<file path="src/rtl/edge_pattern_gen.sv">
// Programmable gated-clock pattern generator: emits n_periods of hi_len/lo_len
// cycles on a registered gclk, with edge-event strobes, busy and done.
// Optional macro EDGE_PATTERN_GEN_INV_OUT_EN adds a registered gclk_n output.
module edge_pattern_gen #(
  parameter int CNT_W = 8
) (
  input  logic             clk,
  input  logic             rst,
  input  logic             start,
  input  logic             stop,
  input  logic [CNT_W-1:0] hi_len,
  input  logic [CNT_W-1:0] lo_len,
  input  logic [CNT_W-1:0] n_periods,
  output logic             gclk,
  output logic             pos_evt,
  output logic             neg_evt,
  output logic             busy,
  output logic             done
`ifdef EDGE_PATTERN_GEN_INV_OUT_EN
  ,
  output logic             gclk_n
`endif
);

  typedef enum logic [1:0] {
    IDLE = 2'd0,
    HIGH = 2'd1,
    LOW  = 2'd2
  } state_t;

  localparam logic [CNT_W-1:0] ONE = CNT_W'(1);

  state_t           state, next_state;
  logic [CNT_W-1:0] hi_q, lo_q, n_q;
  logic [CNT_W-1:0] ph_cnt, ph_nxt;
  logic [CNT_W-1:0] per_cnt, per_nxt, per_inc;
  logic             stop_pend, pend_nxt;
  logic             done_nxt;
  logic             ld;
  logic [CNT_W-1:0] hi_eff, lo_eff;

  // A zero phase length would stall the pattern, so it is stretched to one cycle.
  assign hi_eff  = (hi_q == '0) ? ONE : hi_q;
  assign lo_eff  = (lo_q == '0) ? ONE : lo_q;
  assign per_inc = per_cnt + ONE;

  always_ff @(posedge clk or posedge rst) begin
    if (rst) begin
      state     <= IDLE;
      hi_q      <= '0;
      lo_q      <= '0;
      n_q       <= '0;
      ph_cnt    <= '0;
      per_cnt   <= '0;
      stop_pend <= 1'b0;
      gclk      <= 1'b0;
      pos_evt   <= 1'b0;
      neg_evt   <= 1'b0;
      busy      <= 1'b0;
      done      <= 1'b0;
    end else begin
      state     <= next_state;
      ph_cnt    <= ph_nxt;
      per_cnt   <= per_nxt;
      stop_pend <= pend_nxt;
      if (ld) begin
        hi_q <= hi_len;
        lo_q <= lo_len;
        n_q  <= n_periods;
      end
      // Outputs are registered from the next state so they align with it.
      gclk    <= (next_state == HIGH);
      pos_evt <= (next_state == HIGH) && (state != HIGH);
      neg_evt <= (next_state == LOW) && (state != LOW);
      busy    <= (next_state != IDLE);
      done    <= done_nxt;
    end
  end

`ifdef EDGE_PATTERN_GEN_INV_OUT_EN
  always_ff @(posedge clk or posedge rst) begin
    if (rst) gclk_n <= 1'b0;
    else     gclk_n <= (next_state == LOW);
  end
`endif

  always_comb begin
    next_state = state;
    ph_nxt     = ph_cnt;
    per_nxt    = per_cnt;
    pend_nxt   = stop_pend;
    done_nxt   = 1'b0;
    ld         = 1'b0;
    case (state)
      IDLE: begin
        // stop is ignored here, including when it arrives together with start.
        pend_nxt = 1'b0;
        if (start) begin
          ld         = 1'b1;
          ph_nxt     = '0;
          per_nxt    = '0;
          next_state = HIGH;
        end
      end
      HIGH: begin
        if (stop) pend_nxt = 1'b1;
        if (ph_cnt == hi_eff - ONE) begin
          ph_nxt     = '0;
          next_state = LOW;
        end else begin
          ph_nxt = ph_cnt + ONE;
        end
      end
      LOW: begin
        if (stop) pend_nxt = 1'b1;
        if (ph_cnt == lo_eff - ONE) begin
          ph_nxt  = '0;
          per_nxt = per_inc;
          if (((n_q != '0) && (per_inc == n_q)) || stop_pend || stop) begin
            next_state = IDLE;
            done_nxt   = 1'b1;
            pend_nxt   = 1'b0;
          end else begin
            next_state = HIGH;
          end
        end else begin
          ph_nxt = ph_cnt + ONE;
        end
      end
      default: begin
        next_state = IDLE;
      end
    endcase
  end

endmodule

</file>
<file path="config.mk">
export PLATFORM = sky130hd
export DESIGN_NAME = edge_pattern_gen
export DESIGN_NICKNAME = d
export VERILOG_FILES = /design/src/rtl/edge_pattern_gen.sv
export SDC_FILE = /design/constraint.sdc
export NUM_CORES = 1
export LEC_CHECK = 0
export BUFFER_PORTS_ARGS = -buffer_cell sky130_fd_sc_hd__buf_2
export CAP_MARGIN = 5
export CORE_UTILIZATION = 53
export CTS_CLUSTER_SIZE = 20
export DETAILED_ROUTE_END_ITERATION = 8
export PLACE_DENSITY_LB_ADDON = 0.25
export SLEW_MARGIN = 20
export SYNTH_ARGS = -nofsm -noshare
export SYNTH_HDL_FRONTEND = slang
export SYNTH_SLANG_ARGS = --single-unit
</file>
<file path="constraint.sdc">
create_clock -name clk -period 2.9 [get_ports clk]
set_clock_uncertainty 0.05 [all_clocks]
set_input_delay 0.58 -clock clk [delete_from_list [all_inputs] [get_ports clk]]
set_output_delay 0.58 -clock clk [all_outputs]
set_load 0.02 [all_outputs]
</file>
==> flow_summary.json <==
{
  "avgViaCountPerCell": 5.96,
  "max_stage_delay_ns": 0.47,
  "drc": 0,
  "final-max-slew-violation-count": 0,
  "fmax_mhz": 339,
  "postSynthAreaPerCell_um2": 9.50,
  "antenna_found_initial": 0,
  "criticalPathCategory": "flop to flop",
  "synth_area_um2": 3120,
  "grt_pass1_wl_um": 12700,
  "start_kind": "flop",
  "mostFrequentLayoutCells": "dfrtp_1, buf_4, buf_2, nand2_1, mux2_2",
  "syn_nets": 365,
  "synth-async-reset-ratio_pct": 100,
  "htree_levels": 2,
  "arrival_ns": 3.16,
  "synth_top_family_by_area": "simple AND/OR/NAND/NOR gates",
  "synth_warnings": 0,
  "postRouteAntennaNets": 0,
  "setup_ws_ns": -0.0512,
  "power_switching_w": 0.000257,
  "cts_hold_buf": 0,
  "grt_overflow": 0,
  "io_pins": 33,
  "rows": 27,
  "layoutNonFillerInstCount": 472,
  "dieArea_um2": 6210,
  "grt_max_degree": 25,
  "yosys.area.top_type_share_pct": 38.4,
  "antenna_cells": 0,
  "synth_ff_type": "dfrtp_1",
  "wl_um": 7640,
  "hold_viol": 0,
  "slew_headroom_pct": 53.8,
  "cp_max_fo": 6,
  "p_seq_share_pct": 55.7,
  "hold_path.class": "input pin to asynchronous set/reset pin",
  "cellPowerDensity_nw_per_um2": 302,
  "power_frac_clock_pct": 41.5,
  "synth_compound_area_share_pct": 18.2,
  "end_kind": "flop",
  "nets": 435,
  "ir_drop_mv": 0.284,
  "hpwlAfterDp_um": 5420,
  "post_dp_cell_area_um2": 3620,
  "post-route-min-period_ns": 2.95,
  "path_common_cell": "nor3_4",
  "rsz0062_at_grt": "yes",
  "synth.area.top_cells": "dfrtp_1, mux2_2, xnor2_1",
  "synth-xor-area-share_pct": 6.45,
  "worst_slew_pin_slew_ns": 0.688,
  "cap_violations": 0,
  "drt_iter0_markers": 198,
  "grt_pass1_vias": 2695,
  "yosysSeqAreaShare_pct": 38.4,
  "path_clk_slew_ns": 0.10,
  "coreArea_um2": 5610,
  "areaGrowthSynthToFinish_pct": 27.2,
  "clkLatencyLatePin_ns": 0.31,
  "dp_cells": 457,
  "ctsLongestPathBuffers": 2,
  "gp_congestion": 0.863,
  "path_cells": "nor3_4 -> a21oi_2 -> ha_2 -> or3b_4 -> nor3_4 -> xnor2_2 -> a2111o_1 -> buf_6 -> or4_4 -> o21ai_2 -> a22o_2",
  "cp.required_ns": 3.10,
  "ys_types": 63,
  "synthAdderAreaFrac_pct": 3.20,
  "power_leakage_nw": 1.77,
  "syn_inst": 329,
  "cts_inserted_buffers": 5,
  "nFillCells": 438,
  "final_common_cell": "dfrtp_1",
  "initial_utilization_pct": 55.7,
  "synth-simple-area-share_pct": 19.2,
  "combPwrFrac_pct": 2.8,
  "setup_viol": 3,
  "synth_top_area_cell": "dfrtp_1",
  "synth-edff-count": 0,
  "io_buffers": 32,
  "synth_seq_cells": 48,
  "muxShareOfSynthArea_pct": 10.6,
  "period_share_pct": 102,
  "clkSinkCount": 48,
  "dr.pass1.iters": 4,
  "drive_above_1_share_pct": 37.3,
  "die_h_um": 78.8,
  "die_x_um": 78.8,
  "track_usage_pct": 26.3,
  "wire_per_inst_um": 16.2,
  "outcome": "complete, but fails checks",
  "violations": "setup timing",
  "tritoncts": "yes",
  "p_int_w": 0.000943,
  "vias": 2814,
  "clockRootBuffer": "clkbuf_8",
  "crit_slowest_cell": "or4_4",
  "p_sw_share_pct": 21.4,
  "fin_area_um2": 3980
}
==> power groups by stage <==
stage	clock network [W]	logic (W)	registers [W]
floorplan	0	0.0000104	0.000682
CTS	0.000509	0.0000347	0.000669
finish	0.000497	0.0000339	0.000669
global route	0.000541	0.0000387	0.000669
detailed placement	0	0.0000347	0.000682
global placement	0	0.0000339	0.000682
==> through the flow <==
stage	hold WS (ns)	power (W)	utilization, %	setup slack, ns	TNS [ns]
final	0.257	0.00120	70.9	-0.0512	-0.102
after global routing	0.293	0.00125	70.9	-0.156	-1.04
after CTS	0.257	0.00121	67.5	-0.00723	-0.00723
after detailed placement	0.473	0.000717	64.5	-0.117	-0.468
after global placement	0.472	0.000716	64.5	-0.0383	-0.0383
after floorplan	0.442	0.000692	-	-0.00302	-0.00302
==> registers in the layout, summed over array words and instances, names as in the netlist, 2 cells and up <==
register	cells
hi_q	8
lo_q	8
n_q	8
per_cnt	8
ph_cnt	8
state	2
==> critical path: cells and delay by family (launching register included) <==
family | cells | cell delay (ns)
AO/OA/AOI/OAI | 4 | 0.79
XOR/XNOR | 1 | 0.12
adder cells (fa/ha/maj) | 1 | 0.22
buffers and inverters | 1 | 0.15
flip-flops | 1 | 0.41
AND/OR/NAND/NOR | 4 | 1.16
==> path summary, 6_finish.rpt <==
| kind | endpoint | cells after the start | slack, ns | startpoint |
|---|---|---|---|---|
| setup / recovery | per_cnt[7]$_DFFE_PP0P_ | 11 | -0.05 | lo_q[5]$_DFFE_PP0P_ |
| hold / removal | ph_cnt[7]$_DFFE_PP0P_ | 2 | 0.26 | rst |
| setup reg to reg | per_cnt[7]$_DFFE_PP0P_ | 11 | -0.05 | lo_q[5]$_DFFE_PP0P_ |
| hold reg to reg | n_q[1]$_DFFE_PP0P_ | 1 | 0.50 | n_q[1]$_DFFE_PP0P_ |
| max in group asynchronous | n_q[5]$_DFFE_PP0P_ | 3 | 1.95 | rst |
| min in group clk | lo_q[6]$_DFFE_PP0P_ | 2 | 0.45 | lo_len[6] |
==> synthesized netlist by cell type, types with 2 or more instances <==
master	n
mux2_2	24
nand3_1	12
o21ai_0	16
dfrtp_1	48
a2111o_1	3
xnor2_1	15
a22o_1	2
or4_1	3
o221ai_1	2
a211oi_1	2
xor2_1	8
o31ai_1	4
a31oi_1	5
o211ai_1	6
o21ai_1	4
nand4_1	2
ha_1	8
clkbuf_1	13
or2_2	2
nor2b_1	5
mux2i_1	6
o31a_1	2
and2_1	2
nor3b_1	2
nand3b_1	3
nand2b_1	4
nand2_1	28
o2111ai_1	2
nor4_1	8
a21oi_1	11
nor3_1	10
or3_1	5
inv_1	14
nor2_1	18
o21a_1	2
==> logic make-up (layout without fill, tap and decap cells) <==
kind of cell / after synthesis / count (layout)
AO/OA/AOI/OAI: 78 / 78
XOR/XNOR: 23 / 23
adder cells (fa/ha/maj): 8 / 8
buffers and inverters: 30 / 101
flip-flops: 48 / 48
multiplexers: 30 / 30
AND/OR/NAND/NOR: 112 / 112
==> routing by layer <==
metal	wire [µm]	track usage [%]
met1	3470	35.7
met2	3660	42.7
met3	376	4.71
met4	129	8.33
met5	0	0
==> area by class of cell <==
class | instances | area (µm²) | share of cell area (%)
multi-input combinational | 251 | 2000 | 50.3
sequential | 48 | 1200 | 30.2
clock buffer | 5 | 68.8 | 1.73
tap | 72 | 90.1 | 2.27
timing repair buffer | 79 | 517 | 13.0
inverter | 14 | 52.6 | 1.32
clock inverter | 3 | 46.3 | 1.16
==> timing repair <==
item                       4_1_cts  5_1_grt
setup buffers                    1        6
resized for setup                8       30
pin swaps                        4       27
setup endpoints to repair       15       22
Power figures use the tool's default switching activity.
